[src/rtl/sram_controller.sv]
// rtl/sram_controller.sv - 32-bit word access split into two 16-bit SRAM phases with wait states
module sram_controller #(
    parameter int ADDR_BASE   = 1024,
    parameter int SRAM_AW     = 18,
    parameter int WAIT_CYCLES = 2
) (
    input  logic               clk,
    input  logic               rst,
    input  logic               wr_en,
    input  logic               rd_en,
    input  logic [31:0]        address,
    input  logic [31:0]        write_data,
    output logic [31:0]        read_data,
    output logic               ready,
    output logic [SRAM_AW-1:0] sram_addr,
    output logic [15:0]        sram_dq_out,
    output logic               sram_dq_oe,
    input  logic [15:0]        sram_dq_in,
    output logic               sram_we_n,
    output logic               sram_oe_n
);

    typedef enum logic [1:0] {IDLE, LOW, HIGH, DONE} state_t;

    localparam logic [3:0] CNT_LAST = 4'(WAIT_CYCLES - 1);

    state_t             state_q, state_d;
    logic [3:0]         cnt_q, cnt_d;
    logic               op_wr_q, op_wr_d;
    logic [31:0]        addr_q, addr_d;
    logic [31:0]        wdata_q, wdata_d;
    logic [15:0]        low_q;
    logic [31:0]        read_data_q;
    logic [SRAM_AW-1:0] sram_addr_q, sram_addr_d;
    logic [15:0]        dq_out_q, dq_out_d;
    logic               dq_oe_q, dq_oe_d;
    logic               we_n_q, we_n_d;
    logic               oe_n_q, oe_n_d;
    logic               req;
    logic               last;
    logic [31:0]        sub;
    logic               unused_sub;

    assign req  = wr_en | rd_en;
    assign last = (cnt_q == CNT_LAST);

    // Request fields are taken straight from the inputs in IDLE so the pins can be
    // set up on the same edge that enters LOW; afterwards the latched copy is used.
    assign addr_d  = (state_q == IDLE) ? address    : addr_q;
    assign wdata_d = (state_q == IDLE) ? write_data : wdata_q;
    assign op_wr_d = (state_q == IDLE) ? wr_en      : op_wr_q;

    // Byte offset from the base, modulo 2^32; bits [1:0] are the byte lane, upper bits wrap away.
    assign sub        = addr_d - 32'(ADDR_BASE);
    assign unused_sub = &{1'b0, sub[31:SRAM_AW+1], sub[1:0]};

    // State and phase-counter register
    always_ff @(posedge clk) begin
        if (rst) begin
            state_q <= IDLE;
            cnt_q   <= 4'd0;
        end else begin
            state_q <= state_d;
            cnt_q   <= cnt_d;
        end
    end

    // Next-state and phase-counter decode
    always_comb begin
        state_d = state_q;
        cnt_d   = cnt_q;
        unique case (state_q)
            IDLE: begin
                cnt_d = 4'd0;
                if (req) state_d = LOW;
            end
            LOW: begin
                if (last) begin
                    cnt_d   = 4'd0;
                    state_d = HIGH;
                end else begin
                    cnt_d = cnt_q + 4'd1;
                end
            end
            HIGH: begin
                if (last) begin
                    cnt_d   = 4'd0;
                    state_d = DONE;
                end else begin
                    cnt_d = cnt_q + 4'd1;
                end
            end
            DONE: state_d = IDLE;
            default: state_d = IDLE;
        endcase
    end

    // SRAM pin values decoded from the state being entered
    always_comb begin
        sram_addr_d = sram_addr_q;
        dq_out_d    = dq_out_q;
        dq_oe_d     = 1'b0;
        we_n_d      = 1'b1;
        oe_n_d      = 1'b1;
        if (state_d == LOW || state_d == HIGH) begin
            sram_addr_d = {sub[SRAM_AW:2], (state_d == HIGH)};
            if (op_wr_d) begin
                dq_out_d = (state_d == HIGH) ? wdata_d[31:16] : wdata_d[15:0];
                dq_oe_d  = 1'b1;
                we_n_d   = 1'b0;
            end else begin
                oe_n_d   = 1'b0;
            end
        end
    end

    // Request latch, registered SRAM pins and load-word assembly
    always_ff @(posedge clk) begin
        if (rst) begin
            op_wr_q     <= 1'b0;
            addr_q      <= 32'd0;
            wdata_q     <= 32'd0;
            low_q       <= 16'd0;
            read_data_q <= 32'd0;
            sram_addr_q <= '0;
            dq_out_q    <= 16'd0;
            dq_oe_q     <= 1'b0;
            we_n_q      <= 1'b1;
            oe_n_q      <= 1'b1;
        end else begin
            op_wr_q     <= op_wr_d;
            addr_q      <= addr_d;
            wdata_q     <= wdata_d;
            sram_addr_q <= sram_addr_d;
            dq_out_q    <= dq_out_d;
            dq_oe_q     <= dq_oe_d;
            we_n_q      <= we_n_d;
            oe_n_q      <= oe_n_d;
            if (state_q == LOW && last && !op_wr_q) begin
                low_q <= sram_dq_in;
            end
            if (state_q == HIGH && last && !op_wr_q) begin
                read_data_q <= {sram_dq_in, low_q};
            end
        end
    end

    assign ready       = ~req | (state_q == DONE);
    assign read_data   = read_data_q;
    assign sram_addr   = sram_addr_q;
    assign sram_dq_out = dq_out_q;
    assign sram_dq_oe  = dq_oe_q;
    assign sram_we_n   = we_n_q;
    assign sram_oe_n   = oe_n_q;

endmodule

[config.mk]
export PLATFORM = sky130hd
export DESIGN_NAME = sram_controller
export DESIGN_NICKNAME = d
export VERILOG_FILES = /design/src/rtl/sram_controller.sv
export SDC_FILE = /design/constraint.sdc
export NUM_CORES = 1
export LEC_CHECK = 0
export CELL_PAD_IN_SITES_DETAIL_PLACEMENT = 1
export CELL_PAD_IN_SITES_GLOBAL_PLACEMENT = 1
export CORE_MARGIN = 2
export CORE_UTILIZATION = 27
export DETAILED_ROUTE_END_ITERATION = 8
export GPL_TIMING_DRIVEN = 0
export MAX_ROUTING_LAYER = met4
export PLACE_DENSITY_LB_ADDON = 0.1
export SYNTH_ARGS = -nofsm -noshare
export SYNTH_HDL_FRONTEND = slang
export SYNTH_SLANG_ARGS = --single-unit
[constraint.sdc]
create_clock -name clk -period 5.95 [get_ports clk]
set_clock_uncertainty 0.15 [all_clocks]
set_input_delay 1.19 -clock clk [delete_from_list [all_inputs] [get_ports clk]]
set_output_delay 1.19 -clock clk [all_outputs]
set_load 0.02 [all_outputs]
Word level (Yosys, flattened, before mapping):

Cells that the tools add are included.

* bits in registers: 156
* output and inout bits: 70
* bits of input ports: 84
* logic and storage cells: 47

* bitwise operators: 4
* $add $sub $neg: 2
* reduce and logical (&&, ||, !) cells: 11
* eq/ne operators: 6
* multiplexer cells: 12

Operators by type and width (number)
* 32-bit 2-to-1 mux: 2
* 19-bit by 11-bit subtractor with 19-bit output, second input constant: 1
* 16-bit 2-to-1 mux: 1
* 2-bit case mux with 4 select lines: 1
* 4-bit case mux with 2 select lines: 1
* 2-bit equality test, second input constant: 3
* 2-bit 2-to-1 mux: 3
* 4-bit by 1-bit adder with 4-bit output, second input constant: 1
* 2-bit by 1-bit equality test with 1-bit output, second input constant: 2
* 4-bit by 1-bit equality test with 1-bit output, second input constant: 1
* 1-bit logical AND: 4
* 4-bit 2-to-1 mux: 1
* 2-bit OR reduction: 2
* 1-bit 2-to-1 mux: 3
* 2-bit logical NOT: 1
* 1-bit inverter: 2
* 1-bit bitwise OR: 2
* 2-bit AND reduction: 1
* 2-bit nonzero test: 1
* 1-bit logical NOT: 1
* 1-bit logical OR: 1

Depth between registers and ports, before layout:

* depth after elaboration: 7
* gate-level depth with buffers: 15

Least setup slack after synthesis:

Ideal clock, no wire load.

* path type: input -> register
* start: input rd_en
* end: register sram_addr_q[17], in the netlist sram_addr[17]
* slack: 2.909 ns
* required time: 5.721 ns
* cell stages on the path: 8
* buffers on the path: 1
* data arrival time: 2.812 ns
* setup time: 0.079 ns
* cell sequence: o21ai_0 -> o21ai_0 -> o21ai_1 -> ha_1 -> or2_2 -> clkbuf_1 -> or3b_1 -> o211ai_1

* word-level cells in the longest chain between the ends: 5
* elaborated cells between the ends (all ways): 6

RTL lines
* from (decl): line 10 `input logic rd_en,`
* 1-bit bitwise OR *: line 44 `assign req = wr_en | rd_en;`
* 2-bit 2-to-1 mux *: line 75 `if (req) state_d = LOW;`
* 2-bit case mux with 4 select lines *: line 72 `unique case (state_q)`
* 2-bit by 1-bit equality test with 1-bit output or 2-bit equality test (tied branches): line 105 `if (state_d == LOW || state_d == HIGH) begin`
* 1-bit logical OR *: line 105
* to (signal assigned): line 134 `sram_addr_q <= sram_addr_d;`
* to (decl): line 34 `logic [SRAM_AW-1:0] sram_addr_q, sram_addr_d;`

Mark *: on every way between the ends. The rest lies on a longest branch, timed or not.
A chain may end at the register's enable or synchronous reset.

Final worst setup path:

* start: input wr_en
* end: output ready

* word-level cells in the longest chain between the ends: 3

RTL lines
* from (decl): line 9 `input logic wr_en,`
* 1-bit bitwise OR: line 44
* 1-bit inverter: line 148 `assign ready = ~req | (state_q == DONE);`
* 1-bit bitwise OR: line 148
* to (decl): line 14 `output logic ready,`

Every way passes these cells.

==> results.json <==
{
  "status": "complete, no violations",
  "r2r-start": "state_q[0]",
  "switchingPower_mw": 0.9331,
  "power.internal_mw": 2.041,
  "cts.path.max_buffers": 2,
  "rr_worst_depth": 13,
  "grt_pass1_vias": 5244,
  "pwr-share-seq_pct": 37.6,
  "finalCritPeriodShare_pct": 66.85,
  "syn_inst": 634,
  "synth_edf_count": 0,
  "drive_above_1_share_pct": 6.849,
  "ys.flop_type": "dfxtp_1",
  "routedWlPerCell_um": 16.07,
  "numPortBuffers": 138,
  "power_mw": 2.974,
  "grt_max_degree": 17,
  "rows": 52,
  "ios": 154,
  "start_util_pct": 27.33,
  "gp_congestion": 0.7453,
  "htree_levels": 4,
  "synthArstFlopShare_pct": 0,
  "drt-initial-drc-count": 164,
  "crit_type": "primary input to output pin",
  "postRouteWirelength_mm": 17.24,
  "coreArea_um2": 20100,
  "antenna_found_initial": 0,
  "cts_buffers": 17,
  "final_max_slew_viol_count": 0,
  "setup_viol": 0,
  "critPathArrivalTime_ns": 2.64,
  "grt_usage_pct": 16.87,
  "drc": 0,
  "critPathMaxFanout": 3,
  "pre_cts_ws_ns": 1.953,
  "avgSynthCellArea_um2": 8.668,
  "die_x_um": 146.7,
  "root_buffer": "clkbuf_16",
  "syn_to_final_growth_pct": 41.85,
  "tns_ns": 0,
  "n_fill_cell": 2320,
  "cp-start-kind": "primary input",
  "nNetsFinal": 884,
  "synth_top_cell_area_share_pct": 51.37,
  "cts_tree": "yes",
  "cts-resized-gates": 0,
  "worst_pin_slew_ns": 0.6494,
  "hold_buffers": 0,
  "end_kind": "output pin",
  "holdCritStartpoint": "sram_dq_out[4]",
  "rrSetupSlack_ns": 2.48,
  "hold_path.class": "flop to flop",
  "hpwl_mm": 12.83,
  "relSlewSlack_pct": 56.70,
  "postCtsSetupRepairBufs": 0,
  "utilization_pct": 38.77,
  "post_dp_cell_area_um2": 7214,
  "final_area_um2": 7795,
  "clock_power_share_pct": 35.3,
  "hold_depth": 2,
  "grt_first_pass_wirelength_mm": 27.41,
  "viasPerCell": 4.492,
  "synth_warnings": 0,
  "p_sw_share_pct": 31.38,
  "yosysSeqAreaShare_pct": 51.37,
  "ir_drop_mv": 0.2434,
  "yosysUniqueCellTypes": 40,
  "crit_required_ns": 4.61,
  "grt_overflow_total": 0,
  "worstSetupStartpoint": "wr_en",
  "syn-num-nets": 727,
  "clock_latency_ns": 0.42,
  "timing.final.crit_period_ns": 3.978,
  "n_antenna_cell": 0,
  "fin_ws_ns": 1.972,
  "p_comb_share_pct": 27.1,
  "rsz0062_at_grt": "false",
  "synth_top_area_cell": "dfxtp_1",
  "dieArea_um2": 21510,
  "netlist_top_cells_area": "dfxtp_1 51%, mux2i_1 9.8%, nand2_1 9.6%",
  "power.leakage_nw": 3.058,
  "power_density_nw_per_um2": 381.5,
  "synth_area_um2": 5495,
  "synth-seq-cells": 141,
  "max_freq_mhz": 251.4,
  "hold_viol_final": 0,
  "vias": 4820,
  "antenna_left": 0,
  "die-height_um": 146.7,
  "drv_cap": 0,
  "clkTransAtPathRegs_ns": 0.06,
  "cts_sinks": 141,
  "dr.pass1.iters": 4
}
-- power by group through the flow --
| stage | logic (mW) | registers, mW | clock network [mW] |
|---|---|---|---|
| final | 0.806 | 1.12 | 1.05 |
| after floorplan | 0.425 | 1.20 | 0 |
| after CTS | 0.821 | 1.12 | 1.08 |
| after global placement | 0.801 | 1.13 | 0 |
| after detailed placement | 0.817 | 1.14 | 0 |
| after global routing | 0.891 | 1.13 | 1.12 |
-- critical path, stage by stage --
cell,delay [ns]
clkdlybuf4s50_1,0.53
nor2_1,0.09
or2_2,0.28
clkdlybuf4s50_1,0.55
-- final cells by class --
cell class	instances	area (um2)	share of cell area [%]
buffer	42	209.0	2.681
timing repair buffer	138	1381	17.72
sequential	141	2823	36.21
clock buffer	18	439.2	5.634
multi-input combinational	447	2449	31.41
tap	270	337.8	4.334
clock inverter	13	141.4	1.814
inverter	4	15.01	0.1926
-- synth_stat cells (3+ instances only) --
cell type  number
a21oi_1        79
buf_2           8
buf_4           5
buf_6           3
clkbuf_1       24
dfxtp_1       141
ha_1            9
inv_1           4
mux2i_1        54
nand2_1       140
nand2b_1       19
nand3_1        17
nor2_1         83
nor3_1          5
o211ai_1        3
or2_2           3
xnor2_1         3
-- kinds of logic after synthesis --
group / share of synthesized area [%]
buffers and inverters: 4.076
AOI/OAI and AO/OA: 9.312
adders and majority gates: 2.049
muxes: 10.04
xor gates and xnor gates: 0.7970
DFF: 51.37
and+or+nand+nor: 22.36
-- sequential cells by signal, indices dropped and copies added (netlist names), 2 cells and up --
register,flops
addr_q,17
cnt_q,4
low_q,16
read_data,32
sram_addr,18
sram_dq_out,16
state_q,2
wdata_q,32
-- stage by stage --
stage | hold slack [ns] | instances
6_report | 0.3032 | 1073
5_1_grt | 0.3204 | 1073
4_1_cts | 0.3074 | 1073
3_5_place_dp | 0.2984 | 1042
3_3_place_gp | 0.2877 | 1042
2_1_floorplan | 0.2821 | 634
-- metal layers --
| metal | wire [um] | part of all wire, % | vias up | GRT usage, % |
|---|---|---|---|---|
| li1 | - | - | 2410 | - |
| met1 | 7785 | 45 | 2298 | 19.71 |
| met2 | 8437 | 49 | 94 | 28.71 |
| met3 | 754 | 4.4 | 18 | 3.938 |
| met4 | 261 | 1.5 | 0 | 5.291 |
| met5 | 0 | 0 | - | - |
-- final timing paths --
check | end
worst max-delay path | ready
worst min-delay path | sram_dq_out[4]
worst max register to register | sram_addr[17]
worst min register to register | sram_dq_out[4]
-- cell usage in the layout (no fill, tap or decap), types with 3 or more instances in the layout --
cell type        count
nand3_1             17
mux2i_1             54
clkinvlp_4           3
buf_6                3
inv_1                4
ha_1                 9
clkdlybuf4s50_1    138
buf_4                5
nand2b_1            19
or2_2                3
clkbuf_1            24
a21oi_1             79
clkinv_2             3
o211ai_1             3
clkbuf_16           17
nor2_1              83
clkinv_4             3
xnor2_1              3
dfxtp_1            141
nor3_1               5
nand2_1            140
buf_2                8
Note: power is estimated with default switching activity, not from simulation.
